### config.mk
export PLATFORM = sky130hd
export DESIGN_NAME = sad_search_sequencer_flat
export DESIGN_NICKNAME = d
export VERILOG_FILES = /design/src/rtl/sad_pkg.sv /design/src/rtl/sad_search_sequencer_if.sv /design/src/rtl/sad_min_tracker.sv /design/src/rtl/sad_search_sequencer.sv /design/src/flat_wrapper.sv
export SDC_FILE = /design/constraint.sdc
export NUM_CORES = 1
export LEC_CHECK = 0
export ABC_AREA = 0
export CORE_MARGIN = 2
export CORE_UTILIZATION = 35
export CTS_BUF_LIST = sky130_fd_sc_hd__clkbuf_16
export DETAILED_ROUTE_END_ITERATION = 16
export GPL_ROUTABILITY_DRIVEN = 0
export GPL_TIMING_DRIVEN = 1
export PLACE_DENSITY = 0.71
export SLEW_MARGIN = 20
export SYNTH_ARGS = -nofsm -noshare
export SYNTH_HDL_FRONTEND = slang
export SYNTH_SLANG_ARGS = --single-unit
### constraint.sdc
create_clock -name i_Clk -period 4.6 [get_ports i_Clk]
set_input_delay 0.92 -clock i_Clk [delete_from_list [all_inputs] [get_ports i_Clk]]
set_output_delay 0.92 -clock i_Clk [all_outputs]
set_load 0.005 [all_outputs]
### src/rtl/sad_pkg.sv
// rtl/sad_pkg.sv - shared state encoding and frame constants for the SAD search sequencer
package sad_pkg;

   localparam int DEF_FRAME_W = 64;
   localparam int DEF_FRAME_H = 64;
   localparam int DEF_BLK     = 4;
   localparam int DEF_SAD_W   = 16;
   localparam int DEF_POS_W   = 6;

   localparam int COL_LAST = DEF_FRAME_W - DEF_BLK;
   localparam int ROW_LAST = DEF_FRAME_H - DEF_BLK;
   localparam logic [DEF_SAD_W-1:0] SAD_MAX = '1;

   typedef enum logic [2:0] {
      IDLE    = 3'd0,
      ISSUE   = 3'd1,
      WAIT    = 3'd2,
      ADVANCE = 3'd3,
      DONE    = 3'd4
   } state_t;

   // Highest top-left index a BLK-wide block can take inside a frame edge.
   function automatic int last_pos(input int frame, input int blk);
      return frame - blk;
   endfunction

endpackage

### src/rtl/sad_search_sequencer_if.sv
// rtl/sad_search_sequencer_if.sv - control, engine and result signals of the SAD search sequencer
interface sad_search_sequencer_if #(
   parameter int POS_W = 6,
   parameter int SAD_W = 16
);
   logic             Start;
   logic             Clear;
   logic             SadStart;
   logic [POS_W-1:0] SadRow;
   logic [POS_W-1:0] SadCol;
   logic             SadValid;
   logic [SAD_W-1:0] SadValue;
   logic             Busy;
   logic             Done;
   logic [SAD_W-1:0] MinSad;
   logic [POS_W-1:0] BestRow;
   logic [POS_W-1:0] BestCol;

   modport master (
      output Start, Clear, SadValid, SadValue,
      input  SadStart, SadRow, SadCol, Busy, Done, MinSad, BestRow, BestCol
   );

   modport slave (
      input  Start, Clear, SadValid, SadValue,
      output SadStart, SadRow, SadCol, Busy, Done, MinSad, BestRow, BestCol
   );
endinterface

### src/rtl/sad_min_tracker.sv
// rtl/sad_min_tracker.sv - keeps the smallest SAD seen and the position where it first occurred
module sad_min_tracker #(
   parameter int SAD_W = 16,
   parameter int POS_W = 6
) (
   input  logic             i_clk,
   input  logic             i_rst_n,
   input  logic             i_clear,
   input  logic             i_valid,
   input  logic [SAD_W-1:0] i_value,
   input  logic [POS_W-1:0] i_row,
   input  logic [POS_W-1:0] i_col,
   output logic [SAD_W-1:0] o_min,
   output logic [POS_W-1:0] o_row,
   output logic [POS_W-1:0] o_col
);

   logic [SAD_W-1:0] r_min;
   logic [POS_W-1:0] r_row;
   logic [POS_W-1:0] r_col;
   logic             w_better;

   // Strict compare so an equal later SAD never displaces the earlier position.
   assign w_better = i_valid && (i_value < r_min);

   always_ff @(posedge i_clk or negedge i_rst_n) begin
      if (!i_rst_n) begin
         r_min <= '1;
         r_row <= '0;
         r_col <= '0;
      end else if (i_clear) begin
         r_min <= '1;
         r_row <= '0;
         r_col <= '0;
      end else if (w_better) begin
         r_min <= i_value;
         r_row <= i_row;
         r_col <= i_col;
      end
   end

   assign o_min = r_min;
   assign o_row = r_row;
   assign o_col = r_col;

endmodule

### src/rtl/sad_search_sequencer.sv
// rtl/sad_search_sequencer.sv - walks the SAD engine over every block position and reports the minimum
module sad_search_sequencer
   import sad_pkg::*;
#(
   parameter int FRAME_W = DEF_FRAME_W,
   parameter int FRAME_H = DEF_FRAME_H,
   parameter int BLK     = DEF_BLK,
   parameter int SAD_W   = DEF_SAD_W,
   parameter int POS_W   = DEF_POS_W
) (
   input  logic                    i_Clk,
   input  logic                    i_Reset_n,
   sad_search_sequencer_if.slave   bus
);

   localparam logic [POS_W-1:0] COL_END = POS_W'(last_pos(FRAME_W, BLK));
   localparam logic [POS_W-1:0] ROW_END = POS_W'(last_pos(FRAME_H, BLK));

   state_t           r_state;
   state_t           w_next;
   logic [POS_W-1:0] r_row;
   logic [POS_W-1:0] r_col;
   logic             w_last;
   logic             w_launch;
   logic             w_update;
   logic             w_clear_res;
   logic             w_sad_start;
   logic             w_busy;
   logic             w_done;
   logic [SAD_W-1:0] w_min;
   logic [POS_W-1:0] w_best_row;
   logic [POS_W-1:0] w_best_col;

   assign w_last      = (r_row == ROW_END) && (r_col == COL_END);
   assign w_launch    = (r_state == IDLE) && bus.Start && !bus.Clear;
   assign w_update    = (r_state == WAIT) && bus.SadValid && !bus.Clear;
   assign w_clear_res = bus.Clear || w_launch;

   always_ff @(posedge i_Clk or negedge i_Reset_n) begin
      if (!i_Reset_n) begin
         r_state <= IDLE;
      end else begin
         r_state <= w_next;
      end
   end

   always_comb begin
      w_next      = r_state;
      w_sad_start = 1'b0;
      w_busy      = 1'b0;
      w_done      = 1'b0;
      case (r_state)
         IDLE: begin
            if (w_launch) w_next = ISSUE;
         end
         ISSUE: begin
            w_sad_start = 1'b1;
            w_busy      = 1'b1;
            w_next      = WAIT;
         end
         WAIT: begin
            w_busy = 1'b1;
            if (bus.SadValid) w_next = w_last ? DONE : ADVANCE;
         end
         ADVANCE: begin
            w_busy = 1'b1;
            w_next = ISSUE;
         end
         DONE: begin
            w_done = 1'b1;
            w_next = IDLE;
         end
         default: w_next = IDLE;
      endcase
      // Clear aborts any search and never lets the pending result land.
      if (bus.Clear) w_next = IDLE;
   end

   always_ff @(posedge i_Clk or negedge i_Reset_n) begin
      if (!i_Reset_n) begin
         r_row <= '0;
         r_col <= '0;
      end else if (w_clear_res) begin
         r_row <= '0;
         r_col <= '0;
      end else if (r_state == ADVANCE) begin
         if (r_col == COL_END) begin
            r_col <= '0;
            r_row <= r_row + POS_W'(1);
         end else begin
            r_col <= r_col + POS_W'(1);
         end
      end
   end

   sad_min_tracker #(
      .SAD_W (SAD_W),
      .POS_W (POS_W)
   ) u_min_tracker (
      .i_clk   (i_Clk),
      .i_rst_n (i_Reset_n),
      .i_clear (w_clear_res),
      .i_valid (w_update),
      .i_value (bus.SadValue),
      .i_row   (r_row),
      .i_col   (r_col),
      .o_min   (w_min),
      .o_row   (w_best_row),
      .o_col   (w_best_col)
   );

   assign bus.SadStart = w_sad_start;
   assign bus.SadRow   = r_row;
   assign bus.SadCol   = r_col;
   assign bus.Busy     = w_busy;
   assign bus.Done     = w_done;
   assign bus.MinSad   = w_min;
   assign bus.BestRow  = w_best_row;
   assign bus.BestCol  = w_best_col;

endmodule

### src/flat_wrapper.sv
// flat-port wrapper written by rule: the top's interface ports become plain ports
module sad_search_sequencer_flat import sad_pkg::*;
#(
   parameter int FRAME_W = DEF_FRAME_W,
   parameter int FRAME_H = DEF_FRAME_H,
   parameter int BLK     = DEF_BLK,
   parameter int SAD_W   = DEF_SAD_W,
   parameter int POS_W   = DEF_POS_W
)
  (i_Clk, i_Reset_n, bus_Start, bus_Clear, bus_SadValid, bus_SadValue, bus_SadStart, bus_SadRow, bus_SadCol, bus_Busy, bus_Done, bus_MinSad, bus_BestRow, bus_BestCol);
  sad_search_sequencer_if #(.POS_W(POS_W), .SAD_W(SAD_W)) bus_i ();
  input  logic i_Clk;
  input  logic i_Reset_n;
  input wire logic [$bits(bus_i.Start)-1:0] bus_Start;
  input wire logic [$bits(bus_i.Clear)-1:0] bus_Clear;
  input wire logic [$bits(bus_i.SadValid)-1:0] bus_SadValid;
  input wire logic [$bits(bus_i.SadValue)-1:0] bus_SadValue;
  output wire logic [$bits(bus_i.SadStart)-1:0] bus_SadStart;
  output wire logic [$bits(bus_i.SadRow)-1:0] bus_SadRow;
  output wire logic [$bits(bus_i.SadCol)-1:0] bus_SadCol;
  output wire logic [$bits(bus_i.Busy)-1:0] bus_Busy;
  output wire logic [$bits(bus_i.Done)-1:0] bus_Done;
  output wire logic [$bits(bus_i.MinSad)-1:0] bus_MinSad;
  output wire logic [$bits(bus_i.BestRow)-1:0] bus_BestRow;
  output wire logic [$bits(bus_i.BestCol)-1:0] bus_BestCol;
  assign bus_i.Start = bus_Start;
  assign bus_i.Clear = bus_Clear;
  assign bus_i.SadValid = bus_SadValid;
  assign bus_i.SadValue = bus_SadValue;
  assign bus_SadStart = bus_i.SadStart;
  assign bus_SadRow = bus_i.SadRow;
  assign bus_SadCol = bus_i.SadCol;
  assign bus_Busy = bus_i.Busy;
  assign bus_Done = bus_i.Done;
  assign bus_MinSad = bus_i.MinSad;
  assign bus_BestRow = bus_i.BestRow;
  assign bus_BestCol = bus_i.BestCol;
  sad_search_sequencer #(.FRAME_W(FRAME_W), .FRAME_H(FRAME_H), .BLK(BLK), .SAD_W(SAD_W), .POS_W(POS_W)) u_core (.i_Clk(i_Clk), .i_Reset_n(i_Reset_n), .bus(bus_i));
endmodule
Word-level counts from Yosys, hierarchy flattened
Cells that the tools add are included.

Register bits: 43. Bits of input ports: 21. Output and inout port bits: 43. Word-level logic and storage cells: 52.

$add $sub $neg: 2. Magnitude comparators: 1. Equal/unequal tests: 8. Muxes and demuxes: 20. Reductions and logical operators: 15.

Operator list (number): 6-bit 2-to-1 mux (10); 16-bit 2-to-1 mux (2); 16-bit less-than comparator (1); 6-bit by 1-bit adder with 6-bit output (second input constant) (2); 6-bit equality test (second input constant) (2); 3-bit 2-to-1 mux (4); 3-bit one-hot mux with 4 select lines (1); 3-bit by 2-bit equality test with 1-bit output (second input constant) (2); 1-bit logical AND (6); 2-bit nonzero test (3); 2-bit AND reduction (2); 3-bit by 1-bit equality test with 1-bit output (second input constant) (1); 3-bit equality test (second input constant) (1); 3-bit logical NOT (1); 1-bit 2-to-1 mux (3); 3-bit by 2-bit != test with 1-bit output (second input constant) (1); 3-bit != test (second input constant) (1); 3-bit OR reduction (1); 1-bit logical NOT (1); 1-bit logical OR (1).

Depth between registers and ports, before layout
Depth in word-level cells: 6. Mapped depth: 9. Depth with buffers taken out: 7.

Hierarchy
Synthesis repeated with hierarchy kept, for this count alone.

Cells, all modules: 282. Area total of the unflattened synthesis: 2748.9 sq um.

Modules (own cells, without submodules): sad_min_tracker (instances 1, cells an instance 175, area each 1727.9 sq um, seq. area each 720.7 sq um); sad_search_sequencer (instances 1, cells an instance 107, area each 1021.0 sq um, seq. area each 375.4 sq um).

Worst setup path after synthesis
No wires, ideal clock.

Kind: input -> register. Start: in bus_SadValue[10]. End: reg u_core.u_min_tracker.r_row[0], in the netlist u_core.u_min_tracker.o_row[0]. Arrival time: 2.578 ns. Data required time: 4.508 ns. Setup slack: 1.930 ns. Stages: 8. Cell sequence: ha_1 > and4_1 > a311oi_1 > o31ai_1 > or3_1 > buf_6 > buf_6 > o31ai_2.

Word-level cells in the longest chain between the ends: 3.

Ends and longest elaborated chain: start: declaration (line flat_wrapper.sv:17) `input wire logic [$bits(bus_i.SadValue)-1:0] bus_SadValue;`; 16-bit less-than comparator (line sad_min_tracker.sv:24) `assign w_better = i_valid && (i_value < r_min);`; 1-bit logical AND (line sad_min_tracker.sv:24); 2-bit nonzero test (no line); end signal: assignment (line sad_min_tracker.sv:37) `r_row <= i_row;`; end: declaration (line sad_min_tracker.sv:19) `logic [POS_W-1:0] r_row;`.

No other way between the ends. A chain may end at the register's enable or synchronous reset.

Worst setup path after layout
Start: in bus_SadValue[15]. End: reg u_core.u_min_tracker.r_col[2], in the netlist u_core.u_min_tracker.o_col[2].

Word-level cells in the longest chain between the ends: 3.

Ends and longest elaborated chain: 16-bit less-than comparator (line sad_min_tracker.sv:24); 1-bit logical AND (line sad_min_tracker.sv:24); 2-bit nonzero test (no line); end signal: assignment (line sad_min_tracker.sv:38) `r_col <= i_col;`; end: declaration (line sad_min_tracker.sv:20) `logic [POS_W-1:0] r_col;`.

No other way between the ends.

==> qor.yml <==
outcome: "finished, final reports clean"
core_area_sq_mm: 0.006907
yosysSeqAreaShare_pct: 43.39
hold_depth: 2
num_rows: 30
grt_pass1_wl_mm: 9.425
arrival_ps: 3720
r2r_end: "u_core.u_min_tracker.o_col[2]"
grt_max_degree: 44
ys_ff_latch: 43
htree_num_levels: 2
port_buffers: 63
route.detailed.drc: 0
setup_violations: 0
clkSinkCount: 43
synth_top_family_by_area: "simple AND/OR/NAND/NOR gates"
viasPerCell: 5.045
cp-start-kind: "primary input"
ios: 64
clock-skew-final_ps: 3.872
wl_met2_mm: 2.649
die_area_sq_mm: 0.007913
synthDistinctLibCells: 45
fp.dieH_microns: 88.96
cp.required_ps: 4800
syn-num-nets: 303
crit_fanout: 16
max_freq_mhz: 284.4
crit_type: "primary input to flop"
nFillCells: 679
grt_usage_pct: 15.23
min_from: "u_core.u_min_tracker.o_row[4]"
cpMaxStageDelayCell: "or3_1"
cts-root-buf: "clkbuf_16"
ff2ff_path_depth: 8
fin_nets: 363
utilization_pct: 49.09
whs_ps: 533.6
via_count: 2119
cts_buffers: 5
irDropWorstVdd_uv: 146.8
final_common_cell: "clkdlybuf4s50_1"
period_needed_ps: 3516
leakagePower_uw: 0.001669
max_stage_delay_ps: 660
antenna_left: 0
ys.flop_type: "dfrtp_1"
drtIter0Drc: 120
synth_compound_area_share_pct: 12.93
clk_latency_ps: 280
synthSimpleGateAreaFrac_pct: 16.74
die_w_microns: 88.96
routed_wl_mm: 5.764
cp-end-kind: "flop"
hpwl_mm: 4.140
slew_headroom_pct: 36.43
wl_met3_microns: 343
dr.pass1.iters: 4
critPathBufInv: 2
timing.rr.start: "u_core.u_min_tracker.o_min[15]"
min_period_over_period_pct: 76.43
tightest_slew_ps: 953.6
netlist_area_sq_mm: 0.002526
crit_chain: "clkdlybuf4s50_1, ha_1, and4_1, nand4_1, o31ai_1, or3_1, buf_4, mux2i_1"
synth-edff-count: 0
ys_warn_count: 0
layout-drive-gt1-share_pct: 11.11
async_flop_share_pct: 100.0
layout_common_cells: "clkdlybuf4s50_1 (62), nor2_1 (48), dfrtp_1 (27), mux2i_1 (24), nand2_1 (23)"
synthMuxAreaShare_pct: 9.955
p_total_uw: 923.4
maxUsedRoutingLayer: "met4"
avgRoutedWirePerCell_microns: 13.72
num_antenna_cells: 0
area_growth_pct: 34.22
met1_length_mm: 2.742
post_cts_resized: 0
power_density_mw_per_mm2: 272.3
clock_path_buffers: 2
tns_ps: 0
ff2ff_setup_slack_ps: 1570
post-cts-setup-buffer-count: 0
grt_antenna_before_repair: 0
overflow: 0
cpLargestDelayFamily: "simple AND/OR/NAND/NOR gates"
maxCapViolCount: 0
syn_inst: 263
synthXorXnorAreaFrac_pct: 1.734
path_clk_slew_ps: 60
hold_class: "flop to flop"
synth.avg_cell_area_sq_um: 9.605
rsz0062_at_grt: "no"
hold_viol_final: 0
holdBufCountCts: 0
slew_violations: 0
grt_pass1_vias: 2004
holdPathEnd: "u_core.u_min_tracker.o_row[4]"
cts_tree: "yes"
initial_utilization_pct: 36.58
yosys.area_share.adder_pct: 9.411
-- tightest hold or removal path: cells and delay by family (launching register included) --
kind	cells	cell delay (ps)
DFF	1	380
muxes	1	60
and+or+nand+nor	1	60
-- cell usage after synthesis, types with 2 or more instances --
master / n / share of area [%]
a211oi_1: 2 / 0.59
a21oi_1: 8 / 1.6
a311oi_1: 3 / 1.0
a31o_2: 2 / 0.69
a31oi_1: 2 / 0.50
and3_1: 4 / 0.99
and4_1: 2 / 0.69
buf_1: 3 / 0.45
buf_6: 3 / 1.3
clkbuf_1: 6 / 0.89
dfrtp_1: 27 / 27
dfstp_2: 16 / 17
ha_1: 19 / 9.4
inv_1: 20 / 3.0
mux2i_1: 24 / 9.5
nand2_1: 23 / 3.4
nand2b_1: 2 / 0.50
nand3_1: 3 / 0.59
nor2_1: 48 / 7.1
nor3_1: 5 / 0.99
o2111ai_1: 2 / 0.69
o21a_1: 2 / 0.59
o21ai_0: 5 / 0.99
o311ai_0: 4 / 1.4
o31ai_1: 2 / 0.59
o31ai_2: 4 / 2.0
xor2_1: 4 / 1.4
-- how the worst max path moves through the flow --
stage | from | end | depth (start not counted)
4_1_cts | bus_SadValue[11] | u_core.u_min_tracker.o_col[2] | 8
2_1_floorplan | bus_SadValue[10] | u_core.u_min_tracker.o_row[0] | 8
3_3_place_gp | bus_SadValue[15] | u_core.u_min_tracker.o_min[3] | 8
3_5_place_dp | bus_SadValue[15] | u_core.u_min_tracker.o_row[3] | 8
6_report | bus_SadValue[15] | u_core.u_min_tracker.o_col[2] | 8
5_1_grt | bus_SadValue[11] | u_core.u_min_tracker.o_col[3] | 8
-- sequential cells by signal, summed over array words and instances (netlist names) --
register / flops
u_core.bus.SadCol: 6
u_core.bus.SadRow: 6
u_core.r_state: 3
u_core.u_min_tracker.o_col: 6
u_core.u_min_tracker.o_min: 16
u_core.u_min_tracker.o_row: 6
-- area by class of cell --
class                           instances  area [sq um]  area share, %
Sequential cell                        43          1096          32.32
Clock inverter                          3         43.79          1.292
Inverter                               20         75.07          2.214
Clock buffer                            5         125.1          3.690
Tap cell                               96         120.1          3.542
Timing Repair Buffer                   66         648.1          19.11
Multi-Input combinational cell        187          1282          37.82
-- per-layer routing --
metal	up-vias	GRT usage, %
met5	-	0
met4	0	2.442
met3	5	3.601
met2	68	23.74
met1	1002	22.14
li1	1044	-
-- cells by family after synthesis --
logic type | after synthesis
and+or+nand+nor | 95
DFF | 43
buffers and inverters | 33
xor gates and xnor gates | 5
AOI/OAI and AO/OA | 43
adders and majority gates | 19
muxes | 25
-- metrics by stage --
step                      cell area (sq um)  worst slack, ps  std cells
after floorplan                        2526             1930        263
after global placement                 3222            904.2        412
after detailed placement               3222            775.9        412
after CTS                              3391             1066        420
after global routing                   3391            815.5        420
final                                  3391             1084        420
-- power breakdown --
group | leakage [uW] | internal [uW] | switching [uW]
sequential | 0.000544 | 388 | 8.59
combinational | 0.00104 | 56.8 | 67.8
clock | 0.0000838 | 256 | 146
total | 0.00167 | 701 | 222
No activity file was read; power rests on OpenSTA's default activity.
